===== src/rtl/interrupt_controller_pkg.sv =====
// Shared definitions for the interrupt controller: FSM encoding, index width
// helper and the fixed lowest-index-wins priority encoder.
package interrupt_controller_pkg;

   typedef enum logic [1:0] {
      ST_IDLE    = 2'd0,
      ST_REQ     = 2'd1,
      ST_SERVICE = 2'd2
   } irq_state_e;

   localparam int MAX_SRC   = 16;
   localparam int MAX_IDX_W = 4;

   // Bits needed to encode a source index; never less than one.
   function automatic int idx_width(input int num_src);
      return (num_src <= 2) ? 1 : $clog2(num_src);
   endfunction

   // Lowest set bit wins; scanning downward lets the lowest index overwrite last.
   function automatic logic [MAX_IDX_W-1:0] prio_encode(input logic [MAX_SRC-1:0] req);
      logic [MAX_IDX_W-1:0] idx;
      idx = '0;
      for (int i = MAX_SRC - 1; i >= 0; i--) begin
         if (req[i]) idx = MAX_IDX_W'(i);
      end
      return idx;
   endfunction

endpackage


===== src/rtl/irq_edge_sync.sv =====
// One interrupt line: multi-flop synchronizer followed by a rising-edge
// detector that emits a single-cycle pulse.
module irq_edge_sync #(
   parameter int SYNC_STAGES = 2
) (
   input  logic clk,
   input  logic reset,
   input  logic irq_in,
   output logic edge_pulse
);

   logic [SYNC_STAGES-1:0] sync_q, sync_d;
   logic                   hist_q, hist_d;

   always_comb begin
      sync_d = {sync_q[SYNC_STAGES-2:0], irq_in};
      hist_d = sync_q[SYNC_STAGES-1];
   end

   // NOTE: history resets to 0, so a line already high at reset release counts as a new edge.
   always_ff @(posedge clk or negedge reset) begin
      if (!reset) begin
         sync_q <= '0;
         hist_q <= 1'b0;
      end else begin
         sync_q <= sync_d;
         hist_q <= hist_d;
      end
   end

   assign edge_pulse = sync_q[SYNC_STAGES-1] & ~hist_q;

endmodule


===== src/rtl/interrupt_controller.sv =====
// Latches device interrupt edges as pending, selects the lowest-index enabled
// source and sequences one request/acknowledge/return cycle at a time.
module interrupt_controller
   import interrupt_controller_pkg::*;
#(
   parameter int DBITS       = 32,
   parameter int NUM_SRC     = 4,
   parameter int SYNC_STAGES = 2
) (
   input  logic               clk,
   input  logic               reset,
   input  logic [NUM_SRC-1:0] irqIn,
   input  logic [NUM_SRC-1:0] irqMask,
   input  logic               intaAck,
   input  logic               isReti,
   output logic               inta,
   output logic [DBITS-1:0]   idn,
   output logic [NUM_SRC-1:0] pending,
   output logic               busy
);

   localparam int IDX_W = idx_width(NUM_SRC);

   logic [NUM_SRC-1:0] edge_vec;
   logic [NUM_SRC-1:0] pending_q, pending_d;
   logic [NUM_SRC-1:0] eligible;
   logic [NUM_SRC-1:0] clear_vec;
   logic [IDX_W-1:0]   winner;

   irq_state_e         state_q, state_d;
   logic               inta_q, inta_d;
   logic               busy_q, busy_d;
   logic [IDX_W-1:0]   idn_q, idn_d;

   for (genvar g = 0; g < NUM_SRC; g++) begin : g_sync
      irq_edge_sync #(
         .SYNC_STAGES (SYNC_STAGES)
      ) u_sync (
         .clk        (clk),
         .reset      (reset),
         .irq_in     (irqIn[g]),
         .edge_pulse (edge_vec[g])
      );
   end

   // Masked sources keep latching pending; the mask only gates selection.
   assign eligible = pending_q & irqMask;
   assign winner   = IDX_W'(prio_encode(MAX_SRC'(eligible)));

   always_comb begin
      // NOTE: every output gets a default first so no path leaves it unassigned (no latch).
      state_d   = state_q;
      inta_d    = inta_q;
      busy_d    = busy_q;
      idn_d     = idn_q;
      clear_vec = '0;

      unique case (state_q)
         ST_IDLE: begin
            if (|eligible) begin
               state_d = ST_REQ;
               inta_d  = 1'b1;
               busy_d  = 1'b1;
               idn_d   = winner;
            end
         end
         ST_REQ: begin
            // idn is frozen here; only the acknowledge moves us on.
            if (intaAck) begin
               state_d = ST_SERVICE;
               inta_d  = 1'b0;
               for (int i = 0; i < NUM_SRC; i++) begin
                  clear_vec[i] = (IDX_W'(i) == idn_q);
               end
            end
         end
         ST_SERVICE: begin
            if (isReti) begin
               state_d = ST_IDLE;
               busy_d  = 1'b0;
            end
         end
         default: begin
            state_d = ST_IDLE;
            inta_d  = 1'b0;
            busy_d  = 1'b0;
         end
      endcase

      // A fresh edge in the clearing cycle keeps the bit set.
      pending_d = (pending_q & ~clear_vec) | edge_vec;
   end

   // NOTE: sequential state uses non-blocking assignments so all flops update together.
   always_ff @(posedge clk or negedge reset) begin
      if (!reset) begin
         state_q <= ST_IDLE;
         inta_q  <= 1'b0;
         busy_q  <= 1'b0;
         idn_q   <= '0;
      end else begin
         state_q <= state_d;
         inta_q  <= inta_d;
         busy_q  <= busy_d;
         idn_q   <= idn_d;
      end
   end

   always_ff @(posedge clk or negedge reset) begin
      if (!reset) pending_q <= '0;
      else        pending_q <= pending_d;
   end

   assign inta    = inta_q;
   assign busy    = busy_q;
   assign pending = pending_q;
   assign idn     = DBITS'(idn_q);

endmodule

===== config.mk =====
export PLATFORM = sky130hd
export DESIGN_NAME = interrupt_controller
export DESIGN_NICKNAME = d
export VERILOG_FILES = /design/src/rtl/interrupt_controller_pkg.sv /design/src/rtl/irq_edge_sync.sv /design/src/rtl/interrupt_controller.sv
export SDC_FILE = /design/constraint.sdc
export NUM_CORES = 1
export LEC_CHECK = 0
export ABC_AREA = 1
export CAP_MARGIN = 5
export CORE_UTILIZATION = 35
export CTS_CLUSTER_SIZE = 8
export DETAILED_ROUTE_END_ITERATION = 10
export PLACE_DENSITY = 0.74
export SETUP_SLACK_MARGIN = 0.02
export SLEW_MARGIN = 20
export SYNTH_ARGS = -nofsm -noshare
export SYNTH_HDL_FRONTEND = slang
export SYNTH_SLANG_ARGS = --single-unit
export TNS_END_PERCENT = 30

===== constraint.sdc =====
create_clock -name clk -period 1 [get_ports clk]
set_clock_uncertainty 0.05 [all_clocks]
set_input_delay 0.15 -clock clk [delete_from_list [all_inputs] [get_ports clk]]
set_output_delay 0.15 -clock clk [all_outputs]
set_load 0.05 [all_outputs]

==> flow_summary.yaml <==
grt:
  globalRoute.totalOverflow: 0
  antenna_found_initial: 0
  grt_pass1_wl_um: 3060
  grt_max_degree: 23
  via_count_of_the_first_global_routing_pass: 690
  grt.total_usage_pct: 12.7
critical_path:
  slack_of_the_worst_reg_to_reg_path_ns: -0.18
  worst_ep_required_time_ns: 0.80
  cp_top_family: "flip-flops"
  cp_buf_inv_count: 2
  crit_chain: "buf_6 > buf_12"
  crit_type: "reg -> out"
  r2r-end: "idn_q[0]$_DFFE_PN0P_"
  cp_num_cells: 2
  regToRegStartpoint: "pending[2]$_DFF_PN0_"
  timing.critical_path.slowest_cell_delay_ns: 0.44
  worstSetupStartpoint: "pending[2]$_DFF_PN0_"
  crit_arrival_ns: 1.01
  setup.worst_path.end_class: "primary output"
  reg2regPathDepth: 6
  crit_path_max_fanout: 2
  cp_slowest_cell: "dfrtp_2"
  cp-endpoint: "pending[2]"
  critical_path.startpoint_type: "register"
timing:
  setup_viol_count_final: 18
  maxSlewViolCount: 0
  timing.final.hold_violations: 0
  final_min_period_over_clock_period_pct: 121
  worst_slack_ns: -0.209
  timing.setup.tns_ns: -2.57
  unrepaired_setup_endpoints_after_global_routing: "yes"
  period_needed_ns: 1.21
  clock.fmax_mhz: 827
power_and_ir_drop:
  pwr-share-seq_pct: 30.0
  cellInternalPower_mw: 2.52
  power.clock.fraction_pct: 10.8
  design_power_total_mw: 4.48
  leakage_power_nw: 0.724
  p_per_area_mw_per_mm2: 3060
  power.net_switching_mw: 1.96
  maximum_resistive_drop_on_vdd_mv: 1.78
  p_sw_share_pct: 43.8
  power.share.combinational_pct: 59.2
finish:
  finished_cell_area_mm2: 0.00147
  layout.cells.non_filler: 170
  multi_input_area_um2: 387
  layout-drive-gt1-share_pct: 35.3
  antenna_cells_inserted: 0
  fillers: 229
  ff_latch_area_um2: 559
  num-nets-final: 152
  area_delta_synth_final_pct: 45.8
route:
  totalWireLength_um: 1870
  first_pass_iters: 4
  ant_nets: 0
  route.vias.total: 718
  drt_iter0_drc: 7
  average_vias_per_placed_instance: 4.22
  detail_route.drc_violations: 0
  drt-wirelength-per-cell_um: 11.0
clocking:
  ctsHoldBuffers: 0
  clock_tree.htree_level_count: 1
  clk_path_buf_depth: 2
  clock_tree.root_cell: "clkbuf_4"
  tritoncts_num_sinks: 22
  clkTransAtPathRegs_ns: 0.12
  tritoncts: "built"
  clkLatencyLatePin_ns: 0.30
  cts-buffers-inserted: 3
job:
  max_cap_check_violation_count: 0
floorplanning:
  floorplan.die_area_mm2: 0.00309
  std_cell_rows: 19
  design.core.area_mm2: 0.00273
  die_y_um: 55.6
  die_width_um: 55.6
  floorplan.initialDensity_pct: 36.8
  boundaryPins: 50
synthesis:
  synth_seq_area_share_pct: 54.8
  synth_cell_type_count: 13
  synthCells: 104
  synth-seq-cells: 22
  postSynthAreaPerCell_um2: 9.66
  netlist_area_mm2: 0.00100
  syn_warnings: 0
outcome:
  run_status: "finished with violations"
  violated_checks: "setup timing"
placement:
  placed_area_mm2: 0.00130
  buffer_ports.inserted: 19
  dp_hpwl_um: 1300
  numPlacedInstances: 162
  finalWeightedCongestion: 0.880
min_path:
  hp-class: "in -> async"
[cell usage in the layout (no fill, tap or decap), types with 5 or more instances in the layout]
master / instances
dfrtp_1: 15
conb_1: 30
o21ai_0: 5
inv_1: 9
clkdlybuf4s50_1: 11
dfrtp_2: 7
buf_6: 7
nand2_1: 13
buf_12: 9
nand2_4: 5
buf_4: 5
[through the flow]
stage,hold WS (ns),setup WS (ns),util (%)
after floorplan,-0.196,-0.127,-
after global placement,0.283,-0.300,47.5
after detailed placement,0.286,-0.309,47.5
after CTS,0.115,-0.210,51.9
after global routing,0.113,-0.242,53.6
final,0.118,-0.209,53.6
[logic make-up after synthesis]
| logic type | count (synthesis) | share of synthesized area (%) |
|---|---|---|
| buffers and inverters | 40 | 26.2 |
| AND/OR/NAND/NOR | 28 | 11.6 |
| flip-flops | 22 | 54.8 |
| AO/OA/AOI/OAI | 13 | 7.10 |
| other | 1 | 0.373 |
[synthesized netlist by cell type (all sizes together)]
cell type   n  area share [%]
nand3       3             1.5
conb        1            0.37
inv        10             3.7
buf        30              22
a21o        1            0.75
nor2        4             2.0
a21oi       1            0.50
o21ai      11             5.9
dfrtp      22              55
nand2      20             7.5
or2         1            0.62
[final cells by class]
type                    count  area share [%]
flip-flops and latches     22            38.2
repair buffers             32            27.8
multi-input cells          71            26.4
well taps                  31            2.65
inverters                  10            2.56
clock buffers               4            2.48
[metal layers]
layer	part of all wire [%]	track usage [%]
met1	36	14.7
met2	56	21.5
met3	6.7	2.79
met4	1.7	7.50
met5	0	0
[flip-flops by register name, indices dropped and copies added (netlist names)]
register	cells
g_sync.u_sync.hist_q	4
inta	1
busy	1
idn_q	2
pending	4
state_q	2
g_sync.u_sync.sync_q	8
[power by group through the flow]
stage	Combinational, mW	Clock, mW	Sequential, mW
global placement	2.16	0	1.31
finish	2.65	0.483	1.34
detailed placement	2.21	0	1.34
global route	2.78	0.536	1.37
floorplan	0.785	0	1.78
CTS	2.50	0.494	1.31
[how the worst min path moves through the flow]
stage | startpoint | end | slack, ns | depth (start not counted)
finish | reset | pending[1]$_DFF_PN0_ | 0.12 | 2
detailed placement | g_sync[2].u_sync.sync_q[0]$_DFF_PN0_ | g_sync[2].u_sync.sync_q[1]$_DFF_PN0_ | 0.29 | 0
floorplan | reset | busy$_DFFE_PN0P_ | -0.20 | 0
CTS | reset | g_sync[1].u_sync.sync_q[1]$_DFF_PN0_ | 0.11 | 2
global route | reset | g_sync[0].u_sync.sync_q[1]$_DFF_PN0_ | 0.11 | 2
global placement | g_sync[2].u_sync.sync_q[0]$_DFF_PN0_ | g_sync[2].u_sync.sync_q[1]$_DFF_PN0_ | 0.28 | 0
[what timing repair did]
item,4_1_cts,5_1_grt
resized for setup,18,14
endpoints found under the setup margin,18,18
endpoints found under the hold margin,0,0
buffers inserted,4,0
cloned,0,0
pin swaps,2,7
No activity file was read; power rests on OpenSTA's default activity.
